<file path="src/rtl/spi_shifter.sv">
// SPI mode-0 master byte shifter: one byte out on MOSI, one byte in from MISO per WR strobe.
// SCK phases last DIVIDER clocks each; DONE marks the final high-phase cycle of a transfer.
module spi_shifter #(
  parameter int DIVIDER  = 2,
  parameter int LSBFIRST = 0
) (
  input  logic       CLKx4,
  input  logic       nRESET,
  input  logic       WR,
  input  logic [7:0] WDATA,
  input  logic       MISO,
  output logic       SCK,
  output logic       MOSI,
  output logic [7:0] RDATA,
  output logic       BUSY,
  output logic       DONE,
  output logic       OVR,
  output logic [1:0] o_dbg_state
);

  typedef enum logic [1:0] {
    S_IDLE = 2'd0,
    S_LOW  = 2'd1,
    S_HIGH = 2'd2
  } state_t;

  localparam logic [3:0] DIV_LAST = 4'(DIVIDER - 1);

  state_t     r_state;
  logic [3:0] r_div;
  logic [2:0] r_cnt;
  logic [7:0] r_tx;
  logic [7:0] r_rx;
  logic [7:0] r_rdata;
  logic       r_sck;
  logic       r_mosi;
  logic       r_busy;
  logic       r_done;
  logic       r_ovr;

  state_t     w_nxt_state;
  logic [3:0] w_nxt_div;
  logic [2:0] w_nxt_cnt;
  logic       w_div_end;
  logic       w_final;
  logic       w_accept;

  assign w_div_end = (r_div == DIV_LAST);
  // The last cycle of bit 7's high phase behaves as IDLE for a new WR.
  assign w_final   = (r_state == S_HIGH) && (r_cnt == 3'd7) && w_div_end;
  assign w_accept  = WR && ((r_state == S_IDLE) || w_final);

  always_comb begin
    w_nxt_state = r_state;
    w_nxt_div   = r_div;
    w_nxt_cnt   = r_cnt;
    if (w_accept) begin
      w_nxt_state = S_LOW;
      w_nxt_div   = 4'd0;
      w_nxt_cnt   = 3'd0;
    end else begin
      case (r_state)
        S_LOW: begin
          if (w_div_end) begin
            w_nxt_state = S_HIGH;
            w_nxt_div   = 4'd0;
          end else begin
            w_nxt_div = r_div + 4'd1;
          end
        end
        S_HIGH: begin
          if (w_div_end) begin
            w_nxt_div = 4'd0;
            if (r_cnt == 3'd7) begin
              w_nxt_state = S_IDLE;
            end else begin
              w_nxt_state = S_LOW;
              w_nxt_cnt   = r_cnt + 3'd1;
            end
          end else begin
            w_nxt_div = r_div + 4'd1;
          end
        end
        default: begin
          w_nxt_state = r_state;
        end
      endcase
    end
  end

  always_ff @(posedge CLKx4 or negedge nRESET) begin
    if (!nRESET) begin
      r_state <= S_IDLE;
      r_div   <= 4'd0;
      r_cnt   <= 3'd0;
      r_tx    <= 8'h00;
      r_rx    <= 8'h00;
      r_rdata <= 8'h00;
      r_sck   <= 1'b0;
      r_mosi  <= 1'b0;
      r_busy  <= 1'b0;
      r_done  <= 1'b0;
      r_ovr   <= 1'b0;
    end else begin
      r_state <= w_nxt_state;
      r_div   <= w_nxt_div;
      r_cnt   <= w_nxt_cnt;
      r_busy  <= (w_nxt_state != S_IDLE);
      // DONE is looked ahead so it is high during the final cycle itself.
      r_done  <= (w_nxt_state == S_HIGH) && (w_nxt_cnt == 3'd7) &&
                 (w_nxt_div == DIV_LAST);
      if (w_final) begin
        r_rdata <= r_rx;
      end
      if (w_accept) begin
        r_tx   <= WDATA;
        r_mosi <= (LSBFIRST != 0) ? WDATA[0] : WDATA[7];
        r_ovr  <= 1'b0;
        r_sck  <= 1'b0;
      end else begin
        if (WR) begin
          r_ovr <= 1'b1;
        end
        case (r_state)
          S_LOW: begin
            if (w_div_end) begin
              r_sck <= 1'b1;
              if (LSBFIRST != 0) begin
                r_rx <= {MISO, r_rx[7:1]};
              end else begin
                r_rx <= {r_rx[6:0], MISO};
              end
            end
          end
          S_HIGH: begin
            if (w_div_end) begin
              r_sck <= 1'b0;
              if (r_cnt != 3'd7) begin
                if (LSBFIRST != 0) begin
                  r_tx   <= {1'b0, r_tx[7:1]};
                  r_mosi <= r_tx[1];
                end else begin
                  r_tx   <= {r_tx[6:0], 1'b0};
                  r_mosi <= r_tx[6];
                end
              end
            end
          end
          default: begin
            r_sck <= 1'b0;
          end
        endcase
      end
    end
  end

  assign SCK         = r_sck;
  assign MOSI        = r_mosi;
  assign RDATA       = r_rdata;
  assign BUSY        = r_busy;
  assign DONE        = r_done;
  assign OVR         = r_ovr;
  assign o_dbg_state = r_state;

endmodule

</file>
<file path="config.mk">
export PLATFORM = sky130hd
export DESIGN_NAME = spi_shifter
export DESIGN_NICKNAME = d
export VERILOG_FILES = /design/src/rtl/spi_shifter.sv
export SDC_FILE = /design/constraint.sdc
export NUM_CORES = 1
export LEC_CHECK = 0
export ABC_CLOCK_PERIOD_IN_PS = 1600
export BUFFER_PORTS_ARGS = -buffer_cell sky130_fd_sc_hd__buf_2
export CORE_ASPECT_RATIO = 1.4
export CORE_UTILIZATION = 50
export DETAILED_ROUTE_END_ITERATION = 16
export PLACE_DENSITY = 0.72
export RECOVER_POWER = 100
export SYNTH_ARGS = -nofsm -noshare
export SYNTH_HDL_FRONTEND = slang
export SYNTH_SLANG_ARGS = --single-unit
</file>
<file path="constraint.sdc">
create_clock -name CLKx4 -period 1.6 [get_ports CLKx4]
set_input_delay 0.16 -clock CLKx4 [delete_from_list [all_inputs] [get_ports CLKx4]]
set_output_delay 0.16 -clock CLKx4 [all_outputs]
set_load 0.05 [all_outputs]
</file>
==> results.yml <==
place:
  place_congestion: 0.8760
  port_buffers: 26
  dp_hpwl_um: 2568
  placedInstanceArea_um2: 2087
global_route:
  grt.overflow.total: 0
  grt_pass1_vias: 1350
  grt_pass1_wl_um: 6327
  track_usage_pct: 23.75
  grt_max_degree: 38
  antenna_found_initial: 0
setup_path:
  crit_arrival_ns: 1.81
  setup.worst_path.class: "reg2reg"
  crit_slowest_cell: "dfrtp_1"
  critPathTopFamily: "flip-flops"
  crit_chain: "ha_4 -> and3_1 -> o21ai_2 -> nand3_4 -> mux2_4"
  end_kind: "flip-flop"
  path_max_fanout: 8
  cp_num_buf_inv: 0
  r2r_slack_ns: -0.04
  reg2reg_depth: 5
  setup.worst_path.start_class: "flip-flop"
  r2r_end: "r_rx[6]"
  max_stage_delay_ns: 0.41
  r2r_start: "r_cnt[0]"
  required_ns: 1.77
clock_tree:
  clk_pin_slew_ns: 0.07
  cts_buffer_depth: 2
  clk_latency_ns: 0.29
  cts_made_buffers: 5
  h-tree-depth: 2
  clock-sinks: 37
  cts_root_buf: "clkbuf_8"
  tritoncts: "done"
logic_synthesis:
  async_flop_share_pct: 100.0
  syn-num-nets: 157
  yosysUniqueCellTypes: 34
  netlist_area_um2: 1715
  synth_edf_count: 0
  syn_avg_cell_area_um2: 12.17
  ys_seq_area_share_pct: 53.98
  synth_seq_cells: 37
  ys.flop_type: "dfrtp_1"
  syn_inst: 141
  synth_warnings: 0
timing:
  maxSlewViolCount: 0
  fin_crit_ns: 1.639
  finalHoldViolCount: 0
  rsz0062_at_grt: "yes"
  finalWorstSetupSlack_ns: -0.03947
  fmax_mhz: 610.0
  max_slew.worst_pin.slew_ns: 0.9047
  fin_skew_ns: 0.006665
  fin_crit_sh_pct: 102.5
  maxSlewHeadroom_pct: 39.69
  setup_viol: 17
final_layout:
  fin_area_um2: 2346
  final_common_cell: "dfrtp_1"
  n_antenna_cell: 0
  syn2layout_area_growth_pct: 36.76
  mostFrequentLayoutCells: "dfrtp_1, buf_4, clkbuf_1"
  drive_gt1_share_pct: 44.06
  layout.nets: 217
  final_core_util_pct: 73.70
pwr:
  p_int_w: 0.001344
  power.density_nw_per_um2: 720.9
  p_leak_nw: 1.078
  combPwrFrac_pct: 2.1
  switchingPower_w: 0.0003473
  p_clk_share_pct: 42.6
  ir_drop_uv: 710.1
  swShare_pct: 20.53
  seqPwrFrac_pct: 55.3
floorplan:
  ios: 27
  start_util_pct: 53.89
  design.core.area_um2: 3183
  die_h_um: 71.31
  die_w_um: 51.51
  rows: 24
  dieArea_um2: 3673
worst_hold_path:
  holdPathStages: 3
  hold_path_class: "in2reg"
  worstHoldStart: "WDATA[1]"
  hold_path_end: "r_tx[1]"
detailed_routing:
  drt-wirelength-per-cell_um: 15.83
  first_pass_iters: 4
  viasPerCell: 5.261
  vias: 1268
  post-route-drc-count: 0
  wl_um: 3815
  first_iter_violations: 16
  postRouteAntennaNets: 0
run:
  cap_violations: 0
run_status:
  status: "finished, violations left"
  violations: "negative setup slack"
## cell usage after synthesis (2+ instances only)
library cell	instances	area share, %
nand4_1	2	0.73
o21ai_0	9	2.6
nor2_1	9	2.0
mux2_2	16	11
nand4b_1	2	1.0
nand2b_1	2	0.73
nand2_1	13	2.8
ha_1	4	2.9
inv_1	6	1.3
nor3_4	2	1.9
mux2i_1	9	5.3
a21oi_1	2	0.58
nand3_1	3	0.88
and3_1	2	0.73
xor2_1	2	1.0
buf_2	4	1.2
dfrtp_1	37	54
## final cells by class
cell class / instances / area [um^2]
flip-flops and latches: 37 / 930.9
clock inverters: 1 / 8.758
multi-input cells: 92 / 854.6
fillers: 232 / 837.1
inverters: 6 / 22.52
well taps: 39 / 48.80
repair buffers: 59 / 384.1
clock buffers: 7 / 96.34
## stage by stage
stage	setup TNS [ns]	hold slack [ns]	setup WS [ns]	power, W	std cells
floorplan	-2.911	-0.1356	-0.1168	0.0009534	141
global placement	-0.8476	0.2178	-0.06247	0.0009865	225
detailed placement	-1.297	0.2290	-0.09527	0.0009877	225
CTS	-0.3374	0.05751	-0.04162	0.001717	236
global route	-2.279	0.06366	-0.1323	0.001755	241
finish	-0.4424	0.07174	-0.03947	0.001691	241
## worst reg2reg max path, stage by stage, from the launching register on
cell and delay (ns):
dfrtp_1 0.41, ha_4 0.19, and3_1 0.20, o21ai_2 0.22
nand3_4 0.17, mux2_4 0.34
## registers in the layout, indices dropped and copies added (netlist names), 2 cells and up
| register | flops |
|---|---|
| RDATA | 8 |
| r_cnt | 3 |
| r_div | 4 |
| r_rx | 8 |
| r_tx | 7 |
| o_dbg_state | 2 |
## metal layers
metal / part of all wire (%) / global-route usage, % / vias up / routed length, um
met5: 0 / 0 / - / 0
met1: 41 / 27.14 / 626 / 1548
met2: 55 / 41.70 / 22 / 2084
met3: 3.1 / 5.308 / 7 / 120
met4: 1.6 / 9.910 / 0 / 61
li1: - / - / 613 / -
## logic make-up after synthesis
kind of cell	Yosys count	share of synthesized area (%)
AND/OR/NAND/NOR	43	15.32
flip-flops	37	53.98
AO/OA/AOI/OAI	17	7.367
multiplexers	25	15.75
adder cells (fa/ha/maj)	4	2.918
buffers and inverters	12	3.136
XOR/XNOR	3	1.532
## power groups by stage
stage,clock [W],combinational (W),sequential [W]
4_1_cts,0.000746,0.0000374,0.000934
3_3_place_gp,0,0.0000337,0.000953
6_report,0.000721,0.0000352,0.000935
3_5_place_dp,0,0.0000350,0.000953
5_1_grt,0.000780,0.0000407,0.000934
2_1_floorplan,0,0.000000334,0.000953
## how the worst max path moves through the flow
stage	from	to	slack (ns)	cells past startpoint
after CTS	r_div[3]	RDATA[6]	-0.04	4
after global routing	r_div[3]	DONE	-0.13	4
after global placement	r_div[1]	RDATA[2]	-0.06	4
final	r_cnt[0]	r_rx[6]	-0.04	5
after floorplan	o_dbg_state[0]	DONE	-0.12	7
after detailed placement	r_div[1]	RDATA[6]	-0.1	4
## timing repair
item                       CTS  global route
pin swaps                    6             4
hold buffers                 1             0
hold endpoints to repair    37             0
setup buffers                2             5
setup endpoints to repair   28            30
gates resized for setup     20            10
No activity file was read; power rests on OpenSTA's default activity.
